==> src/rtl/timer_bank_if.sv <==
// Memory-mapped slave bus between the south bridge and the timer bank.
// Word-addressed, single-cycle writes, combinational read data.
interface timer_bank_if;
    logic [29:0] Addr;
    logic        WE;
    logic [31:0] Din;
    logic [31:0] Dout;
    logic        Hit;

    modport master (output Addr, WE, Din, input Dout, Hit);
    modport slave  (input Addr, WE, Din, output Dout, Hit);
endinterface

==> src/rtl/timer_bank.sv <==
// Bank of NUM_TIMERS independent down-counting timers with per-channel
// one-shot/auto-reload mode, interrupt mask and sticky pending bit.
module timer_bank #(
    parameter int          NUM_TIMERS = 2,
    parameter logic [31:0] BASE_ADDR  = 32'h0000_7F00,
    parameter int          CNT_WIDTH  = 32
) (
    input  logic                  clk,
    input  logic                  reset,
    timer_bank_if.slave           bus,
    output logic [NUM_TIMERS-1:0] IRQ,
    output logic                  IRQ_any
);
    typedef enum logic [1:0] {IDLE, LOAD, CNT, EXPIRE} state_t;

    // One bit wider than the address so a window ending at 4 GiB still compares correctly.
    localparam logic [32:0] END_ADDR = 33'(BASE_ADDR) + 33'(16 * NUM_TIMERS);

    logic [31:0] byte_addr;
    logic        hit;
    logic [3:0]  chan_sel;
    logic [1:0]  reg_sel;
    logic [31:0] rd_mux;
    logic [31:0] chan_rdata [NUM_TIMERS];

    assign byte_addr = {bus.Addr, 2'b00};
    assign hit       = (byte_addr >= BASE_ADDR) && ({1'b0, byte_addr} < END_ADDR);
    // Base is 16-byte aligned, so subtracting only bits [7:4] never needs a borrow.
    assign chan_sel  = byte_addr[7:4] - BASE_ADDR[7:4];
    assign reg_sel   = bus.Addr[1:0];
    assign bus.Hit   = hit;

    always_comb begin
        rd_mux = '0;
        for (int i = 0; i < NUM_TIMERS; i++) begin
            if (hit && (chan_sel == 4'(i))) begin
                rd_mux = chan_rdata[i];
            end
        end
    end

    assign bus.Dout = rd_mux;
    assign IRQ_any  = |IRQ;

    generate
        for (genvar gi = 0; gi < NUM_TIMERS; gi++) begin : g_chan
            state_t                 state_reg, state_next;
            logic                   en_reg, en_next;
            logic [1:0]             mode_reg, mode_next;
            logic                   im_reg, im_next;
            logic                   pend_reg, pend_next;
            logic [CNT_WIDTH-1:0]   preset_reg, preset_next;
            logic [CNT_WIDTH-1:0]   count_reg, count_next;
            logic                   sel;
            logic                   wr_ctrl, wr_preset, wr_status;

            assign sel       = hit && (chan_sel == 4'(gi));
            assign wr_ctrl   = bus.WE && sel && (reg_sel == 2'd0);
            assign wr_preset = bus.WE && sel && (reg_sel == 2'd1);
            assign wr_status = bus.WE && sel && (reg_sel == 2'd3);

            always_ff @(posedge clk) begin
                if (reset) begin
                    state_reg  <= IDLE;
                    en_reg     <= 1'b0;
                    mode_reg   <= 2'b00;
                    im_reg     <= 1'b0;
                    pend_reg   <= 1'b0;
                    preset_reg <= '0;
                    count_reg  <= '0;
                end else begin
                    state_reg  <= state_next;
                    en_reg     <= en_next;
                    mode_reg   <= mode_next;
                    im_reg     <= im_next;
                    pend_reg   <= pend_next;
                    preset_reg <= preset_next;
                    count_reg  <= count_next;
                end
            end

            always_comb begin
                state_next  = state_reg;
                en_next     = en_reg;
                mode_next   = mode_reg;
                im_next     = im_reg;
                pend_next   = pend_reg;
                preset_next = preset_reg;
                count_next  = count_reg;

                // Clear is applied before the FSM so a same-cycle expiry wins.
                if (wr_status && bus.Din[0]) begin
                    pend_next = 1'b0;
                end

                case (state_reg)
                    IDLE: ;
                    LOAD: begin
                        count_next = preset_reg;
                        state_next = CNT;
                    end
                    CNT: begin
                        if (count_reg != '0) begin
                            count_next = count_reg - CNT_WIDTH'(1);
                        end else begin
                            state_next = EXPIRE;
                            pend_next  = 1'b1;
                        end
                    end
                    EXPIRE: begin
                        if (mode_reg == 2'b01) begin
                            state_next = LOAD;
                        end else begin
                            state_next = IDLE;
                            en_next    = 1'b0;
                        end
                    end
                    default: state_next = IDLE;
                endcase

                if (wr_preset) begin
                    preset_next = bus.Din[CNT_WIDTH-1:0];
                end

                if (wr_ctrl) begin
                    mode_next = bus.Din[2:1];
                    im_next   = bus.Din[3];
                    if (!bus.Din[0]) begin
                        state_next = IDLE;
                        en_next    = 1'b0;
                        count_next = count_reg;
                    end else if (state_reg == IDLE) begin
                        state_next = LOAD;
                        en_next    = 1'b1;
                    end
                end
            end

            assign chan_rdata[gi] = (reg_sel == 2'd0) ? {28'd0, im_reg, mode_reg, en_reg} :
                                    (reg_sel == 2'd1) ? 32'(preset_reg) :
                                    (reg_sel == 2'd2) ? 32'(count_reg) :
                                                        {31'd0, pend_reg};

            assign IRQ[gi] = pend_reg & im_reg;
        end
    endgenerate
endmodule

==> src/flat_wrapper.sv <==
// flat-port wrapper written by rule: the top's interface ports become plain ports
module timer_bank_flat 
#(
    parameter int          NUM_TIMERS = 2,
    parameter logic [31:0] BASE_ADDR  = 32'h0000_7F00,
    parameter int          CNT_WIDTH  = 32
)
  (clk, reset, IRQ, IRQ_any, bus_Addr, bus_WE, bus_Din, bus_Dout, bus_Hit);
  timer_bank_if bus_i ();
  input  logic clk;
  input  logic reset;
  output logic [NUM_TIMERS-1:0] IRQ;
  output logic IRQ_any;
  input wire logic [$bits(bus_i.Addr)-1:0] bus_Addr;
  input wire logic [$bits(bus_i.WE)-1:0] bus_WE;
  input wire logic [$bits(bus_i.Din)-1:0] bus_Din;
  output wire logic [$bits(bus_i.Dout)-1:0] bus_Dout;
  output wire logic [$bits(bus_i.Hit)-1:0] bus_Hit;
  assign bus_i.Addr = bus_Addr;
  assign bus_i.WE = bus_WE;
  assign bus_i.Din = bus_Din;
  assign bus_Dout = bus_i.Dout;
  assign bus_Hit = bus_i.Hit;
  timer_bank #(.NUM_TIMERS(NUM_TIMERS), .BASE_ADDR(BASE_ADDR), .CNT_WIDTH(CNT_WIDTH)) u_core (.clk(clk), .reset(reset), .bus(bus_i), .IRQ(IRQ), .IRQ_any(IRQ_any));
endmodule
==> config.mk <==
export PLATFORM = sky130hd
export DESIGN_NAME = timer_bank_flat
export DESIGN_NICKNAME = d
export VERILOG_FILES = /design/src/rtl/timer_bank_if.sv /design/src/rtl/timer_bank.sv /design/src/flat_wrapper.sv
export SDC_FILE = /design/constraint.sdc
export NUM_CORES = 1
export LEC_CHECK = 0
export CORE_ASPECT_RATIO = 0.5
export CORE_MARGIN = 2
export CORE_UTILIZATION = 53
export CTS_BUF_LIST = sky130_fd_sc_hd__clkbuf_4 sky130_fd_sc_hd__clkbuf_8
export DETAILED_ROUTE_END_ITERATION = 10
export PLACE_DENSITY_LB_ADDON = 0.15
export RECOVER_POWER = 50
export SYNTH_ARGS = -nofsm -noshare
export SYNTH_HDL_FRONTEND = slang
export SYNTH_SLANG_ARGS = --single-unit
==> constraint.sdc <==
create_clock -name clk -period 2.8 [get_ports clk]
set_input_delay 0.28 -clock clk [delete_from_list [all_inputs] [get_ports clk]]
set_output_delay 0.28 -clock clk [all_outputs]
set_load 0.02 [all_outputs]
Word-level counts from Yosys, hierarchy flattened
Index checks and enable logic that the tools add are counted.
- output and inout bits: 36
- input port bits: 65
- logic and storage cells: 98
- flip-flop bits (word level): 142
- eq/ne operators: 14
- bitwise logic cells: 2
- multiplexer cells: 44
- order comparisons: 2
- add/subtract/negate cells: 2
- reduce and logical (&&, ||, !) cells: 20
- operator list (kind ; number):
    $mux W32 ; 14
    $pmux W32 S2 ; 2
    $reduce_bool A32 Y1 ; 2
    $sub A32 B1 Y32 const B ; 2
    $ge A32 B15 Y1 const B ; 1
    $lt A32 B15 Y1 const B ; 1
    $mux W1 ; 18
    $mux W2 ; 8
    $logic_and A1 B1 Y1 ; 13
    $eq A2 B2 Y1 const B ; 6
    $pmux W2 S3 ; 2
    $eq A2 B1 Y1 const B ; 5
    $logic_not A2 Y1 ; 3
    $eq A4 B1 Y1 const B ; 1
    $logic_not A4 Y1 ; 1
    $ne A2 B2 Y1 const B ; 2
    $and A1 B1 Y1 ; 2
    $reduce_or A2 Y1 ; 1

Depth between registers and ports, before layout
- depth after elaboration: 9
- depth in mapped cells: 10
- depth with buffers taken out: 7

Worst setup path before layout
No wires, ideal clock.
- path kind: register to register
- start: register u_core.g_chan[1].count_reg[0]
- end: register u_core.g_chan[1].count_reg[16]
- library setup time: 59 ps
- cell stages (with the launch flop): 11
- slack: 16 ps
- period minus slack after synthesis: 2784 ps
- data required time: 2741 ps
- buffers on the path: 3
- arrival: 2726 ps
- path through: dfxtp_1 > inv_1 > ha_1 > or4b_1 > clkbuf_1 > or4_1 > or4_1 > buf_2 > nand2_1 > buf_4 > o211a_1
- word-level cells in the longest chain between the ends: 5
- elaborated cells on any way between the ends: 6
- classes of those cells: 1 x add/sub; 4 x mux; 1 x reduce/logical
- ends and longest elaborated chain (what ; RTL line ; text):
    from (decl) ; timer_bank.sv:53 ; logic [CNT_WIDTH-1:0] count_reg, count_next;
    from (signal assigned) ; timer_bank.sv:78 ; count_reg <= count_next;
    $sub A32 B1 Y32 / $reduce_bool A32 Y1 (equally long branches) ; timer_bank.sv:104, timer_bank.sv:103 ;
    $mux W32 (*) ; timer_bank.sv:103 ; if (count_reg != '0) begin
    $pmux W32 S2 (*) ; timer_bank.sv:96 ; case (state_reg)
    $mux W32 ; timer_bank.sv:128 ; if (!bus.Din[0]) begin
    $mux W32 (*) ; timer_bank.sv:125 ; if (wr_ctrl) begin
Mark *: on every way between the ends. The rest lies on a longest branch, timed or not. The select of a mux whose other input is x is not followed.
A chain may end at the register's enable or synchronous reset.

Worst setup path after layout
- start: input bus_Addr[0]
- end: output bus_Dout[31]
- word-level cells in the longest chain between the ends: 6
- elaborated cells on any way between the ends: 16
- classes of those cells: 2 x order compare; 2 x eq/ne; 8 x mux; 4 x reduce/logical
- ends and longest elaborated chain (what ; RTL line ; text):
    from (decl) ; flat_wrapper.sv:14 ; input wire logic [$bits(bus_i.Addr)-1:0] bus_Addr;
    parallel branches: the longest is 5 deep, another holds $ge A32 B15 Y1 ; -- ;
    $mux W32 (*) ; timer_bank.sv:36 ; if (hit && (chan_sel == 4'(i))) begin
    to (decl) ; flat_wrapper.sv:17 ; output wire logic [$bits(bus_i.Dout)-1:0] bus_Dout;
Every way passes the cells marked *.

==> results.yml <==
run_status:
  run_status: "finished clean"
yosys:
  count_of_cell_types_in_the_netlist: 70
  synth_cells: 1008
  synth_top_family_by_area: "compound AO/OA/AOI/OAI gates"
  yosysSeqAreaShare_pct: 33.4
  synth_flop_type: "sky130_fd_sc_hd__dfxtp_1"
  yosys.area_share.adder_pct: 1.47
  synth_area_um2: 8510
  synth_enable_flop_cells: 0
  ys_warn_count: 0
  synthArstFlopShare_pct: 0
  synth-xor-area-share_pct: 0
  synthesis.nets: 1083
  yosys_register_bits: 142
  syn-mean-instance-area_um2: 8.45
  synth_compound_area_share_pct: 29.2
  synth.area.mux_share_pct: 9.95
  synthSimpleGateAreaFrac_pct: 20.0
timing:
  setup_repair_after_global_routing_missed_its_margin: "no"
  post-route-min-period_ns: 2.72
  finalSetupViolCount: 0
  max_slew.worst_pin.slew_ns: 1.17
  min_period_over_period_pct: 97.2
  finalClockSkew_ns: 0.0117
  fin_worst_hold_slack_ns: 0.227
  max_freq_mhz: 368
  timing_max_transition_violations_final: 0
  finalHoldViolations: 0
  slew-limit-headroom_pct: 21.8
  post-route-worst-setup-slack_ns: 0.0796
grt:
  grt_first_pass_wirelength_um: 48100
  grt_pass1_vias: 8180
  met1_track_utilization_from_global_routing_pct: 54.6
  grt_busiest_layer: "met1"
  grt_overflow_total: 0
  grt_max_degree: 96
  grt.total_usage_pct: 36.4
  grtUsageMet2_pct: 51.4
  grt_antenna_before_repair: 0
  gr_layer_usage_met3_pct: 10.7
route:
  dr_total_vias: 9310
  final_antenna_net_count: 0
  vias_per_cell: 7.08
  length_of_the_first_detailed_routing_pass_in_iterations: 6
  drt_drc_violations_left: 0
  drt-total-wl_um: 30900
  post_drt_wl_per_cell_um: 23.5
  drt-initial-drc-count: 1449
cells_and_area:
  layout.nets: 1174
  diodes: 0
  regArea_um2: 2840
  multi_input_area_um2: 5230
  layout.filler_cells: 1271
  layout_common_cells: "142 x sky130_fd_sc_hd__dfxtp_1, 118 x sky130_fd_sc_hd__nor2_1, 79 x sky130_fd_sc_hd__mux2i_1"
  syn_to_final_growth_pct: 23.3
  drive_above_1_share_pct: 12.5
  most_frequent_standard_cell_in_the_layout_excluding_fill_and_tap_cells: "sky130_fd_sc_hd__dfxtp_1"
floorplan:
  die_x_um: 183
  design.portCount: 101
  initial_core_util_pct: 54.8
  die_area_um2: 17200
  die_y_um: 93.6
  fp.coreArea_um2: 15500
  placementRows: 32
clocking:
  cts_tree: "built"
  clock_insertion_delay_worst_skew_ns: 0.46
  clk_transition_reported_paths_ns: 0.08
  tritoncts_num_sinks: 142
  cts_inserted_buffers: 17
  htree_num_levels: 4
  clk_path_buf_depth: 2
  cts_root_buf: "sky130_fd_sc_hd__clkbuf_8"
  cts.repair_timing.setup_buffer_count: 0
pwr:
  p_comb_share_pct: 52.3
  share_clk_of_total_power_pct: 21.3
  vdd.ir_drop.worst_uv: 681
  p_leak_nw: 3.60
  finalPower_mw: 9.62
  switching_power_mw: 4.32
  internal_power_contribution_mw: 5.29
  powerDensity_nw_per_um2: 916
  seq_power_share_pct: 26.5
  netSwitchingFraction_pct: 44.9
worst_setup_path:
  critical_path.endpoint_type: "output pin"
  crit_path_cell_trace: "clkdlybuf4s50_1 -> nor2b_4 -> buf_12 -> a22oi_1 -> a211oi_1 -> clkdlybuf4s50_1"
  cpLargestDelayFamily: "buffers and inverters"
  critPathArrivalTime_ns: 2.44
  length_in_cells_of_the_worst_reg_to_reg_path: 5
  worstSetupStartpointType: "input pin"
  number_of_buffers_and_inverters_on_the_critical_path: 3
  critical_path.slowest_cell: "sky130_fd_sc_hd__clkdlybuf4s50_1"
  setup.worst_path.class: "input pin to output pin"
  reg2reg_setup_slack_ns: 0.09
  crit_path_required_time_ns: 2.52
  worstReg2RegEnd: "u_core.g_chan[0].count_reg[12]"
  max_stage_delay_ns: 0.66
  r2r_start: "u_core.g_chan[0].count_reg[17]"
  cp_common_cell: "sky130_fd_sc_hd__clkdlybuf4s50_1"
  critical_path_peak_fanout: 24
worst_hold_path:
  whs_path_depth: 2
  worstHoldStart: "reset"
  hold_path_endpoint: "u_core.g_chan[1].mode_reg[1]"
  hold_path.class: "input pin to flip-flop"
place:
  pre_cts_ws_ns: -0.0550
  placement.io_buffers: 100
  place.gp.congestion: 1.06
  hpwl_um: 21700
run:
  drv_cap: 0
cells by family (layout without fill, tap and decap cells):
group,after synthesis,after routing
buffers and inverters,124,227
multiplexers,82,82
AND/OR/NAND/NOR,323,323
flip-flops,142,142
AO/OA/AOI/OAI,327,327
adder cells (fa/ha/maj),10,10
cells in the mapped netlist, drive strengths merged (17+ instances only):
master | count | share of area (%)
nor2 | 119 | 5.2
a31oi | 17 | 1.2
o31ai | 17 | 1.5
a211oi | 54 | 4.8
nor3 | 30 | 1.8
clkbuf | 87 | 3.8
nand2 | 46 | 2.0
a221oi | 29 | 3.0
buf | 19 | 1.4
dfxtp | 142 | 33
inv | 17 | 0.75
o32ai | 24 | 2.5
o21ai | 27 | 1.6
nor4 | 32 | 3.0
a21oi | 34 | 2.0
a22oi | 34 | 3.0
mux2i | 79 | 9.3
metrics by stage:
step / utilization (%) / instances / cell area (um2) / setup TNS (ns)
floorplan: - / 1008 / 8510 / 0
global route: 67.5 / 1315 / 10500 / 0
global placement: 64.8 / 1284 / 10100 / 0
detailed placement: 64.8 / 1284 / 10100 / -0.704
finish: 67.5 / 1315 / 10500 / 0
CTS: 67.8 / 1315 / 10500 / 0
layout make-up:
class	count	share of cell area [%]
Clock inverter	10	2.00
Clock buffer	21	2.64
Multi-Input combinational cell	742	49.8
Timing Repair Buffer	178	15.4
Sequential cell	142	27.1
Tap cell	204	2.43
Inverter	18	0.644
timing repair:
item                                    CTS  global route
resized for setup                        27             8
hold buffers                              0             0
endpoints found under the setup margin   29            14
metal layers:
layer  share of wire, %  vias to the layer above
li1                   -                     4134
met1                 45                     4541
met2                 41                      582
met3                 12                       53
met4                1.2                        0
met5                  0                        -
worst max-delay path by stage:
| stage | cells after the start | startpoint | end |
|---|---|---|---|
| CTS | 7 | bus_Addr[9] | bus_Dout[10] |
| finish | 6 | bus_Addr[0] | bus_Dout[31] |
| floorplan | 10 | u_core.g_chan[1].count_reg[0] | u_core.g_chan[1].count_reg[16] |
| global placement | 8 | bus_Addr[0] | u_core.g_chan[1].count_reg[6] |
| detailed placement | 7 | bus_Addr[9] | bus_Dout[9] |
| global route | 5 | u_core.g_chan[0].count_reg[17] | u_core.g_chan[0].count_reg[10] |
power by group through the flow:
stage | combinational (mW) | sequential [mW] | clock [mW]
6_report | 5.03 | 2.54 | 2.04
5_1_grt | 5.42 | 2.57 | 2.14
4_1_cts | 4.86 | 2.53 | 2.04
3_5_place_dp | 4.82 | 2.57 | 0
3_3_place_gp | 4.75 | 2.56 | 0
2_1_floorplan | 3.29 | 2.50 | 0
Power figures use the tool's default switching activity.
